`src/rtl/decode.sv`:
```
// Instruction decode stage: register file, immediate generation, control
// decode, in-stage branch resolution, hazard detection and the ID/EX register.
module decode #(
    parameter int XLEN = 32
) (
    input  logic            clock,
    input  logic            reset,
    input  logic [XLEN-1:0] pc_in,
    input  logic [31:0]     instrucao,
    input  logic            wb_reg_write,
    input  logic [4:0]      wb_rd,
    input  logic [XLEN-1:0] wb_data,
    input  logic            mem_reg_write,
    input  logic            mem_mem_read,
    input  logic [4:0]      mem_rd,
    input  logic [XLEN-1:0] mem_alu_result,
    output logic [XLEN-1:0] pc_branch_value,
    output logic            mux_sel,
    output logic            load_pc,
    output logic            load_if_id_register,
    output logic            if_flush,
    output logic [XLEN-1:0] ex_pc,
    output logic [XLEN-1:0] ex_rs1_data,
    output logic [XLEN-1:0] ex_rs2_data,
    output logic [XLEN-1:0] ex_imm,
    output logic [4:0]      ex_rs1,
    output logic [4:0]      ex_rs2,
    output logic [4:0]      ex_rd,
    output logic [3:0]      ex_alu_op,
    output logic            ex_alu_src,
    output logic            ex_mem_read,
    output logic            ex_mem_write,
    output logic            ex_reg_write,
    output logic            ex_mem_to_reg
);

    localparam logic [6:0] OP_R      = 7'b0110011;
    localparam logic [6:0] OP_I      = 7'b0010011;
    localparam logic [6:0] OP_LOAD   = 7'b0000011;
    localparam logic [6:0] OP_STORE  = 7'b0100011;
    localparam logic [6:0] OP_BRANCH = 7'b1100011;
    localparam logic [6:0] OP_JAL    = 7'b1101111;

    typedef struct packed {
        logic [XLEN-1:0] pc;
        logic [XLEN-1:0] rs1_data;
        logic [XLEN-1:0] rs2_data;
        logic [XLEN-1:0] imm;
        logic [4:0]      rs1;
        logic [4:0]      rs2;
        logic [4:0]      rd;
        logic [3:0]      alu_op;
        logic            alu_src;
        logic            mem_read;
        logic            mem_write;
        logic            reg_write;
        logic            mem_to_reg;
    } idex_t;

    logic [XLEN-1:0] regs_q [32];
    logic [XLEN-1:0] regs_d [32];
    idex_t           idex_q, idex_d;

    logic [6:0]      opcode;
    logic [4:0]      rs1, rs2, rd;
    logic [2:0]      funct3;
    logic            is_r, is_i, is_load, is_store, is_branch, is_jal, is_valid;
    logic            uses_rs1, uses_rs2;
    logic [XLEN-1:0] rd1, rd2, br_a, br_b;
    logic [XLEN-1:0] imm_i, imm_s, imm_b, imm_j, target;
    logic            taken, load_use_stall, branch_stall, stall;

    assign opcode = instrucao[6:0];
    assign rd     = instrucao[11:7];
    assign funct3 = instrucao[14:12];
    assign rs1    = instrucao[19:15];
    assign rs2    = instrucao[24:20];

    assign imm_i = {{20{instrucao[31]}}, instrucao[31:20]};
    assign imm_s = {{20{instrucao[31]}}, instrucao[31:25], instrucao[11:7]};
    assign imm_b = {{19{instrucao[31]}}, instrucao[31], instrucao[7],
                    instrucao[30:25], instrucao[11:8], 1'b0};
    assign imm_j = {{11{instrucao[31]}}, instrucao[31], instrucao[19:12],
                    instrucao[20], instrucao[30:21], 1'b0};

    // Opcode classification; branches other than beq/bne are treated as unsupported.
    always_comb begin
        is_r      = (opcode == OP_R);
        is_i      = (opcode == OP_I);
        is_load   = (opcode == OP_LOAD);
        is_store  = (opcode == OP_STORE);
        is_branch = (opcode == OP_BRANCH) && (funct3[2:1] == 2'b00);
        is_jal    = (opcode == OP_JAL);
        is_valid  = is_r | is_i | is_load | is_store | is_branch | is_jal;
        uses_rs1  = is_r | is_i | is_load | is_store | is_branch;
        uses_rs2  = is_r | is_store | is_branch;
    end

    // Register-file read with write-through of the same-cycle write-back.
    always_comb begin
        rd1 = '0;
        rd2 = '0;
        if (rs1 != 5'd0)
            rd1 = (wb_reg_write && wb_rd == rs1) ? wb_data : regs_q[rs1];
        if (rs2 != 5'd0)
            rd2 = (wb_reg_write && wb_rd == rs2) ? wb_data : regs_q[rs2];
    end

    // Branch operands: take a ready ALU result from EX/MEM, else the register file.
    always_comb begin
        br_a = rd1;
        br_b = rd2;
        if (mem_reg_write && !mem_mem_read && mem_rd != 5'd0 && mem_rd == rs1)
            br_a = mem_alu_result;
        if (mem_reg_write && !mem_mem_read && mem_rd != 5'd0 && mem_rd == rs2)
            br_b = mem_alu_result;
    end

    // Redirect target and taken decision; target wraps modulo 2^32.
    always_comb begin
        target = (pc_in - 32'd4) + (is_jal ? imm_j : imm_b);
        taken  = is_jal ||
                 (is_branch && ((funct3[0] == 1'b0) ? (br_a == br_b) : (br_a != br_b)));
    end

    // Hazard detection: load-use for any consumer, plus branch-specific operand hazards.
    always_comb begin
        load_use_stall = idex_q.mem_read && idex_q.rd != 5'd0 &&
                         ((uses_rs1 && idex_q.rd == rs1) || (uses_rs2 && idex_q.rd == rs2));
        branch_stall   = is_branch &&
                         ((idex_q.reg_write && idex_q.rd != 5'd0 &&
                           (idex_q.rd == rs1 || idex_q.rd == rs2)) ||
                          (mem_mem_read && mem_rd != 5'd0 &&
                           (mem_rd == rs1 || mem_rd == rs2)));
        stall          = load_use_stall || branch_stall;
    end

    // Fetch control; a stall freezes fetch and suppresses any redirect.
    always_comb begin
        load_pc             = 1'b1;
        load_if_id_register = 1'b1;
        mux_sel             = 1'b0;
        if_flush            = 1'b0;
        pc_branch_value     = (is_branch || is_jal) ? target : '0;
        if (stall) begin
            load_pc             = 1'b0;
            load_if_id_register = 1'b0;
        end else if (taken) begin
            mux_sel  = 1'b1;
            if_flush = 1'b1;
        end
    end

    // Next ID/EX contents; stalls and unsupported opcodes become an all-zero bubble.
    always_comb begin
        idex_d = '0;
        if (!stall && is_valid) begin
            idex_d.pc         = pc_in - 32'd4;
            idex_d.rs1_data   = is_jal ? pc_in : rd1;
            idex_d.rs2_data   = rd2;
            idex_d.rs1        = uses_rs1 ? rs1 : 5'd0;
            idex_d.rs2        = uses_rs2 ? rs2 : 5'd0;
            idex_d.rd         = (is_r || is_i || is_load || is_jal) ? rd : 5'd0;
            idex_d.alu_src    = is_i | is_load | is_store | is_jal;
            idex_d.mem_read   = is_load;
            idex_d.mem_write  = is_store;
            idex_d.reg_write  = is_r | is_i | is_load | is_jal;
            idex_d.mem_to_reg = is_load;
            if (is_i || is_load) idex_d.imm = imm_i;
            else if (is_store)   idex_d.imm = imm_s;
            else if (is_branch)  idex_d.imm = imm_b;
            if (is_r)
                idex_d.alu_op = {instrucao[30], funct3};
            else if (is_i)
                idex_d.alu_op = (funct3 == 3'b101 && instrucao[30]) ? 4'b1101
                                                                   : {1'b0, funct3};
        end
    end

    // Register-file next state: write-back to any register but x0.
    always_comb begin
        regs_d = regs_q;
        if (wb_reg_write && wb_rd != 5'd0)
            regs_d[wb_rd] = wb_data;
    end

    // State update; reset wins over write-back and stall.
    always_ff @(posedge clock) begin
        if (reset) begin
            idex_q <= '0;
            for (int i = 0; i < 32; i++)
                regs_q[i] <= '0;
        end else begin
            idex_q <= idex_d;
            regs_q <= regs_d;
        end
    end

    assign ex_pc         = idex_q.pc;
    assign ex_rs1_data   = idex_q.rs1_data;
    assign ex_rs2_data   = idex_q.rs2_data;
    assign ex_imm        = idex_q.imm;
    assign ex_rs1        = idex_q.rs1;
    assign ex_rs2        = idex_q.rs2;
    assign ex_rd         = idex_q.rd;
    assign ex_alu_op     = idex_q.alu_op;
    assign ex_alu_src    = idex_q.alu_src;
    assign ex_mem_read   = idex_q.mem_read;
    assign ex_mem_write  = idex_q.mem_write;
    assign ex_reg_write  = idex_q.reg_write;
    assign ex_mem_to_reg = idex_q.mem_to_reg;

endmodule

```
`config.mk`:
```
export PLATFORM = sky130hd
export DESIGN_NAME = decode
export DESIGN_NICKNAME = d
export VERILOG_FILES = /design/src/rtl/decode.sv
export SDC_FILE = /design/constraint.sdc
export NUM_CORES = 2
export LEC_CHECK = 0
export CELL_PAD_IN_SITES_DETAIL_PLACEMENT = 2
export CELL_PAD_IN_SITES_GLOBAL_PLACEMENT = 2
export CORE_MARGIN = 10
export CORE_UTILIZATION = 41
export CTS_CLUSTER_DIAMETER = 60
export DETAILED_ROUTE_END_ITERATION = 7
export PLACE_DENSITY_LB_ADDON = 0.1
export SYNTH_ARGS = -nofsm -noshare
export SYNTH_HDL_FRONTEND = slang
export SYNTH_SLANG_ARGS = --single-unit
```
`constraint.sdc`:
```
create_clock -name clock -period 8.4 [get_ports clock]
set_input_delay 0.84 -clock clock [delete_from_list [all_inputs] [get_ports clock]]
set_output_delay 0.84 -clock clock [all_outputs]
set_load 0.02 [all_outputs]
```
Word level (Yosys, flattened, before mapping)

Cells that the tools add are included.

Register bits: 1,175
Input port bits: 143
Logic and storage cells: 155

Add/subtract/negate cells: 2
Magnitude comparators: 4
Equality and inequality tests: 15
Multiplexer cells: 28
Bitwise operators: 18
Reductions and logical operators: 44

Operators with widths:

| operator                                                                      | count |
|---|---|
| 1024-bit bitwise mux                                                          | 1 |
| 32-bit two-way mux                                                            | 16 |
| 32-bit binary-select mux with 5-bit select                                    | 2 |
| 32-bit demux with 5-bit select                                                | 1 |
| 32-bit adder                                                                  | 1 |
| 32-bit == test                                                                | 1 |
| 32-bit != test                                                                | 1 |
| 32-bit by 3-bit subtractor with 32-bit output (second input constant)         | 1 |
| 5-bit == test                                                                 | 6 |
| 5-bit nonzero test                                                            | 5 |
| 1-bit logical AND                                                             | 21 |
| 20-bit two-way mux                                                            | 1 |
| 6-bit greater-or-equal comparator (second input constant)                     | 3 |
| 5-bit NOT with 6-bit output                                                   | 3 |
| 7-bit by 6-bit == test with 1-bit output (second input constant)              | 2 |
| 7-bit == test (second input constant)                                         | 2 |
| 4-bit two-way mux                                                             | 3 |
| 1-bit logical OR                                                              | 11 |
| 1-bit bitwise OR                                                              | 11 |
| 3-bit OR reduction                                                            | 3 |
| 7-bit by 2-bit == test with 1-bit output (second input constant)              | 1 |
| 7-bit by 5-bit == test with 1-bit output (second input constant)              | 1 |
| 6-bit by 1-bit less-than comparator with 1-bit output (second input constant) | 1 |
| 1-bit two-way mux                                                             | 4 |
| 5 further kinds                                                               | 9 |

Longest topological paths before layout

Depth after elaboration: 13
Depth in mapped cells: 22

Worst setup path before layout

Ideal clock, no wire load.

Path type: input port to output port
From: input instrucao[5]
To: output pc_branch_value[31]
Arrival: 5.524 ns
Required time: 7.560 ns
Path slack: 2.036 ns
Stages: 22
Path buffers: 3
Cells stage by stage: clkbuf_1 -> nand2b_1 -> or3_1 -> or2_2 -> clkbuf_1 -> clkbuf_1 -> nand2_1 -> o21ai_0 -> ha_1 -> fa_1 -> a21o_1 -> a21oi_1 -> o21bai_1 -> a2111oi_0 -> nor4_1 -> o21ai_1 -> a31oi_1 -> o41ai_2 -> o31ai_1 -> a311oi_1 -> xnor2_1 -> nor2_1

Longest elaborated chain between the ends: 4
Elaborated cells between the ends (all ways): 7
Those cells by class: 1 x add/sub; 2 x eq/ne; 2 x mux; 2 x reduce/logical

RTL lines:

| what                                                    | line     | RTL |
|---|---|---|
| start: declaration                                      | 9        | `input logic [31:0] instrucao,` |
| 7-bit == test, on equally long branches                 | 93, 92   |  |
| 20-bit two-way mux or 1-bit logical AND (tied branches) | 121, 92  |  |
| 32-bit adder or 1-bit logical OR (tied branches)        | 121, 144 |  |
| 32-bit two-way mux *                                    | 144      | `pc_branch_value = (is_branch \|\| is_jal) ? target : '0;` |
| end: declaration                                        | 17       | `output logic [XLEN-1:0] pc_branch_value,` |

Mark *: on every way between the ends. The rest lies on a longest branch, timed or not.

Worst setup path after layout

From: input instrucao[4]
To: output pc_branch_value[31]

Same word-level chain as after synthesis.

==> flow_summary.yaml <==
clock_tree:
  clk_pin_slew_ns: 0.05
  cts_max_level: 4
  clock-sinks: 1156
  cts-buffers-inserted: 142
  cts_buffer_depth: 3
  cts_hold_buffers: 0
  clock-root-buffer: "clkbuf_16"
  clk-insertion-delay-late_ns: 0.81
  cts_tree: "done"
timing:
  hold_violations: 0
  fin_crit_sh_pct: 95.1
  timing.setup.tns_ns: 0
  slew_viol_final: 4
  slew_headroom_pct: -2.85
  fin_crit_ns: 7.99
  fin_skew_ns: 0.0329
  rsz0062_at_grt: "false"
  setup_viol: 0
  tightest_slew_ns: 1.54
  max_freq_ghz: 0.125
worst_setup_path:
  endpoint: "pc_branch_value[31]"
  reg2reg_from: "ex_rd[3]$_SDFF_PP0_"
  path_class: "in -> out"
  r2r_slack_ns: 4.70
  critPathLaunchType: "primary input"
  arrival_ns: 7.15
  crit_path_max_fanout: 16
  critPathLaunch: "instrucao[4]"
  r2r_cells: 12
  end_kind: "primary output"
  worstPathRequired_ns: 7.56
  r2r-end: "ex_rs1_data[5]$_SDFF_PP0_"
floorplanning:
  core_mm2: 0.148
  die_y_um: 406
  die_x_um: 406
  initial_core_util_pct: 41.2
  num_rows: 141
  io_pins: 331
  die-area_mm2: 0.165
cells_and_area:
  final_area_mm2: 0.0701
  final_layout_size_suffix_gt1_share_pct: 15.3
  area_growth_pct: 15.0
  fillers: 15800
  final_nets: 7088
synthesis:
  synthDistinctLibCells: 98
  async_flop_share_pct: 0
  synth_fp_nets: 7111
  yosysWarnings: 0
  synth_top_area_cell: "dfxtp_1"
  synth_ff_type: "dfxtp_1"
  synthCells: 6934
  synth_area_leaders: "dfxtp_1, mux4_2, nand2_1, a21oi_1, clkbuf_1"
  syn_area_per_cell_um2: 8.79
  synth-seq-cells: 1156
  synth.top_cell.area_share_pct: 38.0
  yosysSeqAreaShare_pct: 38.0
  netlist_area_mm2: 0.0610
  synth_edf_count: 0
pwr:
  leakagePower_uw: 0.0235
  irDropWorstVdd_mv: 0.164
  p_per_area_mw_per_mm2: 191
route:
  via_per_inst: 6.76
  post_drt_wl_per_cell_um: 37.2
  ant_nets: 0
  wirelength_mm: 334
  drtIter0Drc: 7434
  drc: 0
  vias: 60600
  dr.pass1.iters: 8
place:
  gp_congestion: 0.941
  place_area_mm2: 0.0654
  port_buffers: 330
  hpwl_mm: 216
global_route:
  grt_pass1_wl_mm: 469
  antenna_found_initial: 33
  overflow: 0
  grt_max_degree: 199
  track_usage_pct: 39.2
  grt_pass1_vias: 63200
outcome:
  violations: "max-slew violations"
  status: "complete, but fails checks"
job:
  maxCapViolCount: 0
worst_hold_path:
  hold_class: "reg -> reg"
==> timing repair <==
item | in CTS | in global routing
endpoints found under the setup margin | 0 | 1
resized for setup | 0 | 1
endpoints found under the hold margin | 0 | 0
setup buffers | 0 | 0
==> logic make-up (layout without fill, tap and decap cells) <==
logic type / after synthesis / after routing / synth area share, %
other cells: 0 / 22 / 0
buf+inv: 734 / 816 / 5.86
compound gates: 1534 / 1534 / 14.4
mux: 647 / 647 / 21.3
flops: 1156 / 1156 / 38.0
fa+ha+maj: 34 / 34 / 0.710
simple gates: 2721 / 2721 / 18.3
xor+xnor: 108 / 108 / 1.55
==> final cells by class <==
| cell class | count | area, um2 | area share (%) |
|---|---|---|---|
| well taps | 1930 | 2410 | 3.44 |
| clock inverters | 45 | 518 | 0.739 |
| repair buffers | 538 | 5070 | 7.23 |
| multi-input cells | 5044 | 34600 | 49.4 |
| clock buffers | 204 | 4150 | 5.92 |
| diodes | 22 | 55.1 | 0.0785 |
| inverters | 29 | 110 | 0.157 |
| flip-flops and latches | 1156 | 23100 | 33.0 |
==> sequential cells by signal, summed over array words and instances (netlist names) <==
name          count
ex_rs2            5
ex_rs1            5
ex_mem_read       1
ex_rs1_data      32
ex_rd             5
ex_imm           13
ex_rs2_data      32
ex_pc            32
ex_reg_write      1
ex_mem_write      1
ex_alu_op         4
ex_alu_src        1
regs_q         1024
==> layer usage <==
metal | routed length, um | global-route usage [%] | vias to the layer above
met1 | 126000 | 47.6 | 31500
met2 | 147000 | 59.7 | 3699
met4 | 23400 | 24.6 | 20
met5 | 129 | 0 | -
li1 | - | - | 24300
met3 | 37700 | 13.1 | 1176
==> critical path: stages <==
cell	delay [ns]
clkdlybuf4s50_1	0.54
nand2b_1	0.33
or3_1	0.40
or2_2	0.48
nand2_1	0.12
o21ai_0	0.09
ha_1	0.25
fa_1	0.45
a21o_1	0.18
a21oi_1	0.27
o21bai_1	0.15
a2111oi_1	0.56
nor4_1	0.18
o21ai_1	0.23
a31oi_1	0.19
o41ai_2	0.40
o31ai_1	0.19
a311oi_1	0.42
xnor2_1	0.12
nor2_1	0.12
clkdlybuf4s50_1	0.64
==> report_power, final <==
part	total (uW)	internal, uW	switching [uW]
registers	5550	5520	29.0
logic	1490	451	1040
clock network	6320	3710	2610
total	13400	9680	3680
==> through the flow <==
stage	setup WS (ns)	utilization [%]	cells	hold slack (ns)	power, uW
finish	0.411	47.4	8968	0.467	13400
global placement	0.451	44.2	8697	0.448	7060
floorplan	2.04	-	6934	0.441	6480
global route	0.00999	47.4	8956	0.484	13700
CTS	0.337	47.4	8946	0.468	13300
detailed placement	0.334	44.2	8697	0.460	7090
==> cell usage in the layout (no fill, tap or decap), types with 19 or more instances in the layout <==
cell type,synthesis,final
nand2_1,2167,2135
dfxtp_1,1156,1156
a21oi_1,1095,1094
mux4_2,491,491
clkdlybuf4s50_1,0,319
buf_4,60,193
nor2_1,198,167
clkbuf_16,0,147
mux2i_1,113,113
o22ai_1,104,104
a22oi_1,67,67
xor2_1,57,57
nor2b_1,56,53
xnor2_1,51,51
nor3_1,44,43
o21ai_0,42,42
and3_1,40,40
and2_1,40,37
ha_1,33,33
a211oi_1,31,31
clkbuf_1,494,31
nor2_4,0,28
nand3_1,26,26
inv_1,26,26
clkbuf_8,5,26
a21o_1,24,24
clkinv_2,0,23
nand2_2,0,23
diode_2,0,22
or3_1,21,21
nand2b_1,21,21
mux2_2,21,21
mux4_1,21,21
nor4_1,19,19
==> worst min path at each step <==
stage | start | endpoint | slack (ns) | depth (start not counted)
CTS | regs_q[225]$_SDFFE_PP0P_ | regs_q[225]$_SDFFE_PP0P_ | 0.47 | 2
detailed placement | regs_q[225]$_SDFFE_PP0P_ | regs_q[225]$_SDFFE_PP0P_ | 0.46 | 2
floorplan | regs_q[150]$_SDFFE_PP0P_ | regs_q[150]$_SDFFE_PP0P_ | 0.44 | 2
global placement | regs_q[113]$_SDFFE_PP0P_ | regs_q[113]$_SDFFE_PP0P_ | 0.45 | 2
global route | regs_q[499]$_SDFFE_PP0P_ | regs_q[499]$_SDFFE_PP0P_ | 0.48 | 2
finish | regs_q[292]$_SDFFE_PP0P_ | regs_q[292]$_SDFFE_PP0P_ | 0.47 | 2
==> cells in the mapped netlist, types with 51 or more instances <==
cell	n
a21oi_1	1095
xor2_1	57
mux2i_1	113
buf_2	69
xnor2_1	51
dfxtp_1	1156
o22ai_1	104
nor2_1	198
clkbuf_1	494
a22oi_1	67
mux4_2	491
nor2b_1	56
nand2_1	2167
buf_4	60
No activity file was read; power rests on OpenSTA's default activity.
